File: config.mk
export PLATFORM = sky130hd
export DESIGN_NAME = rc4_prga_decrypt_flat
export DESIGN_NICKNAME = d
export VERILOG_FILES = /design/src/rtl/rc4_pkg.sv /design/src/rtl/rc4_prga_decrypt_if.sv /design/src/rtl/rc4_text_check.sv /design/src/rtl/rc4_prga_decrypt.sv /design/src/flat_wrapper.sv
export SDC_FILE = /design/constraint.sdc
export NUM_CORES = 1
export LEC_CHECK = 0
export ABC_AREA = 1
export BUFFER_PORTS_ARGS = -buffer_cell sky130_fd_sc_hd__buf_4
export CAP_MARGIN = 20
export CELL_PAD_IN_SITES_DETAIL_PLACEMENT = 1
export CELL_PAD_IN_SITES_GLOBAL_PLACEMENT = 1
export CORE_MARGIN = 5
export CORE_UTILIZATION = 46
export DETAILED_ROUTE_END_ITERATION = 10
export PLACE_DENSITY_LB_ADDON = 0.1
export SYNTH_ARGS = -nofsm -noshare
export SYNTH_HDL_FRONTEND = slang
export SYNTH_SLANG_ARGS = --single-unit
File: constraint.sdc
create_clock -name CLOCK_50 -period 3.29 [get_ports CLOCK_50]
set_clock_uncertainty 0.05 [all_clocks]
set_input_delay 0.658 -clock CLOCK_50 [delete_from_list [all_inputs] [get_ports CLOCK_50]]
set_output_delay 0.658 -clock CLOCK_50 [all_outputs]
set_load 0.005 [all_outputs]
File: src/rtl/rc4_pkg.sv
// Shared definitions for the RC4 PRGA/decrypt stage: FSM state encoding,
// text-range constants, default message length and S-RAM geometry.
package rc4_pkg;

  localparam int unsigned MSG_LEN_DEF = 32;
  localparam int unsigned SRAM_DEPTH  = 256;

  localparam logic [7:0] ASCII_LO = 8'h61;
  localparam logic [7:0] ASCII_HI = 8'h7A;
  localparam logic [7:0] ASCII_SP = 8'h20;

  typedef enum logic [3:0] {
    ST_IDLE,
    ST_INIT,
    ST_RD_I,
    ST_WT_I,
    ST_RD_J,
    ST_WT_J,
    ST_WR_I,
    ST_WR_J,
    ST_RD_F,
    ST_WT_F,
    ST_OUT,
    ST_DONE
  } rc4_state_e;

  // Printable lowercase letter or space.
  function automatic logic is_text(input logic [7:0] b);
    return ((b >= ASCII_LO) && (b <= ASCII_HI)) || (b == ASCII_SP);
  endfunction

  // Address width for a message buffer; a 1-byte buffer still needs 1 bit.
  function automatic int unsigned addr_w(input int unsigned n);
    return (n > 1) ? $clog2(n) : 1;
  endfunction

endpackage

File: src/rtl/rc4_prga_decrypt_if.sv
// Memory-side bus of the RC4 decrypt stage.
//   s_addr/s_data/s_wren/s_q     : S-box RAM (256x8)
//   rom_addr/rom_q               : encrypted-message ROM
//   d_addr/d_data/d_wren         : decrypted-message RAM
// master = decrypt engine, slave = memories. All memories register the
// address and return q one cycle later.
interface rc4_prga_decrypt_if #(
  parameter int unsigned AW = 5
);
  logic [7:0]    s_addr;
  logic [7:0]    s_data;
  logic          s_wren;
  logic [7:0]    s_q;
  logic [AW-1:0] rom_addr;
  logic [7:0]    rom_q;
  logic [AW-1:0] d_addr;
  logic [7:0]    d_data;
  logic          d_wren;

  modport master (
    output s_addr, s_data, s_wren, rom_addr, d_addr, d_data, d_wren,
    input  s_q, rom_q
  );

  modport slave (
    input  s_addr, s_data, s_wren, rom_addr, d_addr, d_data, d_wren,
    output s_q, rom_q
  );
endinterface

File: src/rtl/rc4_text_check.sv
// Running "all bytes are text" flag.
//   clr       : set the flag (new candidate key)
//   en        : fold data_in into the flag this cycle
//   data_in   : byte under test
//   ok        : registered accumulated flag
//   byte_ok_c : combinational validity of data_in alone
module rc4_text_check
  import rc4_pkg::*;
(
  input  logic       CLOCK_50,
  input  logic       reset_n,
  input  logic       clr,
  input  logic       en,
  input  logic [7:0] data_in,
  output logic       ok,
  output logic       byte_ok_c
);

  assign byte_ok_c = is_text(data_in);

  // Sticky clear: one bad byte rejects the whole candidate.
  always_ff @(posedge CLOCK_50 or negedge reset_n) begin
    if (!reset_n) begin
      ok <= 1'b0;
    end else if (clr) begin
      ok <= 1'b1;
    end else if (en && !byte_ok_c) begin
      ok <= 1'b0;
    end
  end

endmodule

File: src/rtl/rc4_prga_decrypt.sv
// RC4 keystream generator and decryptor. Runs the PRGA over MSG_LEN bytes
// on the key-scheduled S-box, permuting S in place, writes E^keystream to
// the decrypted RAM and reports whether every written byte is text.
//   CLOCK_50, reset_n : clock, async active-low reset
//   start             : begin a run (sampled only when idle)
//   busy              : run in progress (INIT through DONE)
//   done              : one-cycle completion pulse
//   key_ok            : all written bytes were text; valid while done
//   bus               : S-RAM, encrypted ROM and decrypted RAM ports
module rc4_prga_decrypt
  import rc4_pkg::*;
#(
  parameter int unsigned MSG_LEN  = MSG_LEN_DEF,
  parameter bit          CHECK_EN = 1'b1
) (
  input  logic                CLOCK_50,
  input  logic                reset_n,
  input  logic                start,
  output logic                busy,
  output logic                done,
  output logic                key_ok,
  rc4_prga_decrypt_if.master  bus
);

  localparam int unsigned AW   = addr_w(MSG_LEN);
  localparam int unsigned S_AW = $clog2(SRAM_DEPTH);
  localparam logic [7:0]  LAST = 8'(MSG_LEN - 1);

  rc4_state_e      state;
  logic [7:0]      i, j, k, si, sj;
  logic [S_AW-1:0] s_addr_r;
  logic [7:0]      s_data_r;
  logic            s_wren_r;
  logic [AW-1:0]   rom_addr_r;
  logic [AW-1:0]   d_addr_r;
  logic [7:0]      d_data_r;
  logic            d_wren_r;
  logic            text_byte_ok_c;
  logic            abort_c;

  assign bus.s_addr   = s_addr_r;
  assign bus.s_data   = s_data_r;
  assign bus.s_wren   = s_wren_r;
  assign bus.rom_addr = rom_addr_r;
  assign bus.d_addr   = d_addr_r;
  assign bus.d_data   = d_data_r;
  assign bus.d_wren   = d_wren_r;

  // Validity of the byte currently being written (d_data is live in OUT).
  rc4_text_check u_text_check (
    .CLOCK_50  (CLOCK_50),
    .reset_n   (reset_n),
    .clr       ((state == ST_IDLE) && start),
    .en        (state == ST_OUT),
    .data_in   (d_data_r),
    .ok        (key_ok),
    .byte_ok_c (text_byte_ok_c)
  );

  assign abort_c = CHECK_EN && !text_byte_ok_c;

  // Addresses are registered on entry to each RD_*/WR_* state so the memory
  // sees them for the whole state; q arrives in the matching WT_* state.
  always_ff @(posedge CLOCK_50 or negedge reset_n) begin
    if (!reset_n) begin
      state      <= ST_IDLE;
      i          <= '0;
      j          <= '0;
      k          <= '0;
      si         <= '0;
      sj         <= '0;
      s_addr_r   <= '0;
      s_data_r   <= '0;
      s_wren_r   <= 1'b0;
      rom_addr_r <= '0;
      d_addr_r   <= '0;
      d_data_r   <= '0;
      d_wren_r   <= 1'b0;
      busy       <= 1'b0;
      done       <= 1'b0;
    end else begin
      s_wren_r <= 1'b0;
      d_wren_r <= 1'b0;
      done     <= 1'b0;
      unique case (state)
        ST_IDLE: begin
          if (start) begin
            busy  <= 1'b1;
            state <= ST_INIT;
          end
        end
        ST_INIT: begin
          // i cleared and pre-incremented in one step for the first read.
          i        <= 8'd1;
          j        <= 8'd0;
          k        <= 8'd0;
          s_addr_r <= 8'd1;
          state    <= ST_RD_I;
        end
        ST_RD_I: state <= ST_WT_I;
        ST_WT_I: begin
          si       <= bus.s_q;
          j        <= j + bus.s_q;
          s_addr_r <= j + bus.s_q;
          state    <= ST_RD_J;
        end
        ST_RD_J: state <= ST_WT_J;
        ST_WT_J: begin
          sj       <= bus.s_q;
          s_addr_r <= i;
          s_data_r <= bus.s_q;
          s_wren_r <= 1'b1;
          state    <= ST_WR_I;
        end
        ST_WR_I: begin
          // When i == j this second write lands last, leaving S[i] = si.
          s_addr_r <= j;
          s_data_r <= si;
          s_wren_r <= 1'b1;
          state    <= ST_WR_J;
        end
        ST_WR_J: begin
          s_addr_r   <= si + sj;
          rom_addr_r <= AW'(k);
          state      <= ST_RD_F;
        end
        ST_RD_F: state <= ST_WT_F;
        ST_WT_F: begin
          d_addr_r <= AW'(k);
          d_data_r <= bus.s_q ^ bus.rom_q;
          d_wren_r <= 1'b1;
          state    <= ST_OUT;
        end
        ST_OUT: begin
          if ((k == LAST) || abort_c) begin
            done  <= 1'b1;
            state <= ST_DONE;
          end else begin
            k        <= k + 8'd1;
            i        <= i + 8'd1;
            s_addr_r <= i + 8'd1;
            state    <= ST_RD_I;
          end
        end
        ST_DONE: begin
          busy  <= 1'b0;
          state <= ST_IDLE;
        end
        default: state <= ST_IDLE;
      endcase
    end
  end

endmodule
File: src/flat_wrapper.sv
// flat-port wrapper written by rule: the top's interface ports become plain ports
module rc4_prga_decrypt_flat import rc4_pkg::*;
#(
  parameter int unsigned MSG_LEN  = MSG_LEN_DEF,
  parameter bit          CHECK_EN = 1'b1
)
  (CLOCK_50, reset_n, start, busy, done, key_ok, bus_s_addr, bus_s_data, bus_s_wren, bus_rom_addr, bus_d_addr, bus_d_data, bus_d_wren, bus_s_q, bus_rom_q);
  rc4_prga_decrypt_if bus_i ();
  input  logic CLOCK_50;
  input  logic reset_n;
  input  logic start;
  output logic busy;
  output logic done;
  output logic key_ok;
  output wire logic [$bits(bus_i.s_addr)-1:0] bus_s_addr;
  output wire logic [$bits(bus_i.s_data)-1:0] bus_s_data;
  output wire logic [$bits(bus_i.s_wren)-1:0] bus_s_wren;
  output wire logic [$bits(bus_i.rom_addr)-1:0] bus_rom_addr;
  output wire logic [$bits(bus_i.d_addr)-1:0] bus_d_addr;
  output wire logic [$bits(bus_i.d_data)-1:0] bus_d_data;
  output wire logic [$bits(bus_i.d_wren)-1:0] bus_d_wren;
  input wire logic [$bits(bus_i.s_q)-1:0] bus_s_q;
  input wire logic [$bits(bus_i.rom_q)-1:0] bus_rom_q;
  assign bus_s_addr = bus_i.s_addr;
  assign bus_s_data = bus_i.s_data;
  assign bus_s_wren = bus_i.s_wren;
  assign bus_rom_addr = bus_i.rom_addr;
  assign bus_d_addr = bus_i.d_addr;
  assign bus_d_data = bus_i.d_data;
  assign bus_d_wren = bus_i.d_wren;
  assign bus_i.s_q = bus_s_q;
  assign bus_i.rom_q = bus_rom_q;
  rc4_prga_decrypt #(.MSG_LEN(MSG_LEN), .CHECK_EN(CHECK_EN)) u_core (.CLOCK_50(CLOCK_50), .reset_n(reset_n), .start(start), .busy(busy), .done(done), .key_ok(key_ok), .bus(bus_i));
endmodule
---- Word level (Yosys, flattened, before mapping) ----
Index checks and enable logic that the tools add are counted.
storage, ports and cells
  input bits .............................. 19
  word-level logic and storage cells ...... 73
  bits in registers ....................... 83
  output and inout port bits .............. 39
operators by class
  reduce and logical (&&, ||, !) cells .... 17
  mux-type cells .......................... 18
  $add $sub $neg .......................... 4
  equal/unequal tests ..................... 15
  bitwise gates (word level) .............. 1
  $lt $le $gt $ge ......................... 2
operator list
  operator                                                            count
  case mux 8 bit (2 select lines)                                     4
  case mux 8 bit (6 select lines)                                     1
  case mux 4 bit (11 select lines)                                    1
  adder 8 x 1 -> 8 bit (second input constant)                        2
  adder 8 bit                                                         2
  == test 4 x 3 -> 1 bit (second input constant)                      4
  == test 4 bit (second input constant)                               4
  2-to-1 mux 8 bit                                                    2
  nonzero test 2 bit                                                  5
  == test 4 x 2 -> 1 bit (second input constant)                      2
  == test 8 x 5 -> 1 bit (second input constant)                      1
  == test 8 x 6 -> 1 bit (second input constant)                      1
  greater-or-equal comparator 8 x 7 -> 1 bit (second input constant)  1
  <= comparator 8 x 7 -> 1 bit (second input constant)                1
  2-to-1 mux 4 bit                                                    2
  XOR 8 bit                                                           1
  2-to-1 mux 1 bit                                                    7
  AND reduction 2 bit                                                 3
  nonzero test 6 bit                                                  1
  == test 4 x 1 -> 1 bit (second input constant)                      1
  logical NOT 4 bit                                                   1
  inequality test 2 bit (second input constant)                       2
  logical AND 1 bit                                                   3
  logical OR 1 bit                                                    2
  other kinds (3)                                                     3

---- Depth between registers and ports, before layout ----
  depth after elaboration ................. 7
  depth in mapped cells ................... 11
  mapped depth without buffers ............ 11

---- Hierarchy ----
From an unflattened synthesis, not the netlist that was laid out.
second synthesis, totals
  cells, all modules ...................... 584
  area total of the unflattened synthesis .. 4518.1 sq um
modules (own cells, without submodules)
  module            sequential area each (sq um)  area each (sq um)  cells each  times used
  rc4_prga_decrypt  2052.0                        4396.7             562         1
  rc4_text_check    25.0                          121.4              22          1

---- Least setup slack after synthesis ----
OpenSTA, ideal clock, no wires.
  path type ............................... input port to flip-flop
  from .................................... input port bus_s_q[0]
  to ...................................... register u_core.s_addr_r[4], in the netlist u_core.bus.s_addr[4]
  stages .................................. 8
  required time ........................... 3.123 ns
  path slack .............................. 1.320 ns
  setup time .............................. 0.117 ns
  path buffers ............................ 0
  arrival ................................. 1.804 ns
  path through ............................ ha_1 > fa_1 > nand3_1 > nand3_1 > o21ai_0 > nand3_1 > nand2_1 > nand2_1
between the ends
  longest elaborated chain between the ends .. 2
ends and longest elaborated chain
  element                          line                     source
  start, declared                  flat_wrapper.sv:22       input wire logic [$bits(bus_i.s_q)-1:0] bus_s_q;
  adder 8 bit                      rc4_prga_decrypt.sv:104  s_addr_r <= j + bus.s_q;
  case mux 8 bit (6 select lines)  rc4_prga_decrypt.sv:85   unique case (state)
  end signal, assigned             rc4_prga_decrypt.sv:104
  end signal, assigned             rc4_prga_decrypt.sv:110  s_addr_r <= i;
  end signal, assigned             rc4_prga_decrypt.sv:117  s_addr_r <= j;
  end, declared                    rc4_prga_decrypt.sv:31   logic [S_AW-1:0] s_addr_r;
Every way passes these cells.
A chain may end at the register's enable or synchronous reset.

---- Worst setup path in the final report ----
  from .................................... register u_core.state[1]
  to ...................................... register u_core.s_addr_r[3], in the netlist u_core.bus.s_addr[3]
between the ends
  longest elaborated chain between the ends .. 3
  elaborated cells between the ends (all ways) .. 10
  classes of those cells .................. eq/ne: 7; mux: 1; reduce/logical: 2
ends and longest elaborated chain
  element                                                                       line                    source
  start, declared                                                               rc4_prga_decrypt.sv:29  rc4_state_e state;
  start signal, assigned                                                        rc4_prga_decrypt.sv:66  state <= ST_IDLE;
  start signal, assigned                                                        rc4_prga_decrypt.sv:89  state <= ST_INIT;
  start signal, assigned                                                        rc4_prga_decrypt.sv:98  state <= ST_RD_I;
  == test 4 bit (tied with other cells)                                         rc4_prga_decrypt.sv:85
  nonzero test 6 bit (no line) / inequality test 2 bit (equally long branches)  -
  AND reduction 2 bit (no line)                                                 -
Several ways; a longest one is shown, not always the timed one.

==> impl_results.md <==
- Hold-fix buffers at CTS: 0
- Initial Util: between 40% and 50%
- Dpl ws: about 1.0 ns
- Wirelength per Cell: 17.0 µm
- Crit path launch: u_core.state[1]
- Fin Setup TNS: 0 ns
- Port Buf Inserts: 57
- Synth Area per Inst: 7.72 µm²
- ANT cells: 0
- Max_slew headroom: 57.7%
- Pwr dens: 887 mW/mm²
- Layout cell share with drive strength beyond 1: 15.1%
- Core area: 0.00973 mm²
- Flops & latches, synth: 83
- Syn Std Cell Area: 0.00458 mm²
- Drt drc: 0
- RR Startpoint: u_core.state[1]
- Initial antenna violation count: 0
- Total die area: 0.0120 mm²
- Clock tree buffer depth: 2
- Num ports: 58
- Main area contributors after synthesis: dfrtp_1 45%, nand2_1 17%, inv_1 5.1%, nand3_1 4.6%, ha_1 4.4%
- Detailed Routing Iterations Pass 1: 4
- Slew Limit Fails: 0
- CTS root buffer: clkbuf_8
- Fin crit share: about 64%
- Total GRT Usage: 24.4%
- Via count: between 4k and 5k
- Maximum fanout along the worst path: 11
- Clock Latency Late Sink: around 0.36 ns
- Vias in the first global route: 4,445
- Finished Cell Area: 0.00537 mm²
- Total grt overflow: 0
- Die Ht: 110 µm
- Post-synth net total: 630
- Final min period: 2.11 ns
- Min Hold Slack: about 0.2 ns
- Synth area leader: dfrtp_1
- Die width: 110 µm
- Crit path arrival time: 2.30 ns
- Share of the synthesized area in the top cell type: ~45%
- Vias/cell: 5.22
- Hold crit path type: input pin to async pin
- Filler Cells Inserted: 1,286
- Routed Wire Length: 13.4 mm
- Setup violators final: 0
- YS warnings: 0
- Worst endpoint required time: between 3 and 4 ns
- Cts bufs inserted: 9
- Most frequent cells in the layout: 210 x nand2_1, 83 x dfrtp_1, 62 x inv_1
- Nets: 691
- Final Core Density: 55.2%
- Cells after synthesis: 593
- Clock slew at reported path FFs: 0.09 ns
- Worst slew pin tran: 0.633 ns
- Largest net degree at the start of global routing: 84
- CTS tree: done
- Unrepaired setup endpoints after global routing: no
- Layout area overhead: 17.4%
- Max cap viols: 0
- Initial drt markers: 182
- Post-CTS setup buffer count: 0
- Startpoint types: flop
- Routability cong.: 0.876
- FP Rows: 36
- DP Wirelength: slightly below 10 mm
- Final hold vios: 0
- DP Area: 0.00513 mm²
- Crit. End Element: flop
- Leakage: 0.00281 µW
- Unique masters post-synth: 34
- Max Clk Rate: 475 MHz
- Setup ws final: about 1.2 ns
- Max VDD drop: 0.371 mV
- Routed Antenna Nets: 0
- Post-synthesis sequential area ratio: 45.4%
- H-tree depth: 3
- CTS sink count: 83
- WS Path Type: flop to flop
- Most common cell after layout, fill and taps aside: nand2_1
- First-pass GRT wire length: 22.6 mm
- Status: completed
- Post-CTS sizing: 0
[cell type report]
type | instances | area [µm²] | area share, %
clock inverter | 2 | 60.1 | 1.12
tap | 133 | 166 | 3.10
sequential | 83 | 2080 | 38.7
timing repair buffer | 61 | 478 | 8.90
multi-input combinational | 428 | 2170 | 40.4
inverter | 71 | 267 | 4.96
clock buffer | 12 | 155 | 2.89
[Yosys cell counts]
| master | number |
|---|---|
| nor3_1 | 4 |
| nor2_4 | 2 |
| xnor2_1 | 5 |
| nor2_1 | 41 |
| buf_6 | 2 |
| dfrtp_1 | 83 |
| nand3b_1 | 5 |
| a21oi_1 | 15 |
| o21ai_1 | 21 |
| and3b_1 | 1 |
| o211ai_1 | 3 |
| inv_2 | 9 |
| nand2_4 | 1 |
| clkbuf_1 | 2 |
| o21ai_0 | 22 |
| nor2_2 | 2 |
| fa_1 | 2 |
| nor3b_1 | 2 |
| buf_2 | 7 |
| mux2i_1 | 1 |
| o22ai_1 | 5 |
| ha_1 | 16 |
| nor2_8 | 1 |
| a22oi_1 | 1 |
| nand4_4 | 1 |
| nand2_1 | 210 |
| a21boi_4 | 1 |
| nand3_1 | 42 |
| nand2_2 | 5 |
| nand4_2 | 2 |
| or2_2 | 1 |
| xor2_1 | 8 |
| nand4_1 | 8 |
| inv_1 | 62 |
[per-layer routing]
layer / part of all wire [%] / GRT usage [%] / wire, µm
met5: 0 / 0 / 0
met4: 1.8 / 8.10 / 237
met3: 2.8 / 3.35 / 381
met2: 52 / 43.1 / 6930
met1: 44 / 30.7 / 5880
[sequential cells by signal, summed over array words and instances, names as in the netlist, 8 cells and up]
name / count
u_core.bus.d_data: 8
u_core.bus.s_addr: 8
u_core.bus.s_data: 8
u_core.i: 8
u_core.j: 8
u_core.k: 8
u_core.si: 8
u_core.sj: 8
[final timing paths]
path                       slack [ns]              endpoint  depth (start not counted)
min in group CLOCK_50            0.44          u_core.sj[5]                          2
min reg2reg                      0.44          u_core.sj[5]                          2
max reg2reg                      1.18  u_core.bus.s_addr[3]                          8
min                              0.20  u_core.bus.d_data[0]                          1
max in group asynchronous        2.36  u_core.bus.s_addr[3]                          2
max                              1.18  u_core.bus.s_addr[3]                          8
[metrics by stage]
step	cells	power [µW]
after CTS	789	4800
after global placement	775	3780
after floorplan	593	3100
after global routing	790	5190
final	790	4760
after detailed placement	775	3920
[cells by family after synthesis]
| family | count (synthesis) | share of synthesized area [%] |
|---|---|---|
| AOI/OAI and AO/OA | 68 | 8.09 |
| xor gates and xnor gates | 13 | 2.49 |
| adders and majority gates | 18 | 5.25 |
| buffers and inverters | 82 | 7.24 |
| DFF | 83 | 45.4 |
| muxes | 1 | 0.219 |
| and+or+nand+nor | 328 | 31.3 |
[critical path: stages, from the launching register on]
cell and delay [ns]:
dfrtp_1 0.44, inv_1 0.10, nand2_1 0.15, nor2_1 0.10, nor2_2 0.52, nand4_2 0.23, a21boi_4 0.24, nand2_1 0.10
nand2_1 0.06
[report_power, final]
| group | leakage (µW) | internal (µW) | switching, µW |
|---|---|---|---|
| clock | 0.000109 | 462 | 388 |
| sequential | 0.00107 | 1350 | 268 |
| combinational | 0.00163 | 850 | 1440 |
| total | 0.00281 | 2670 | 2100 |
No activity file was read; power rests on OpenSTA's default activity.
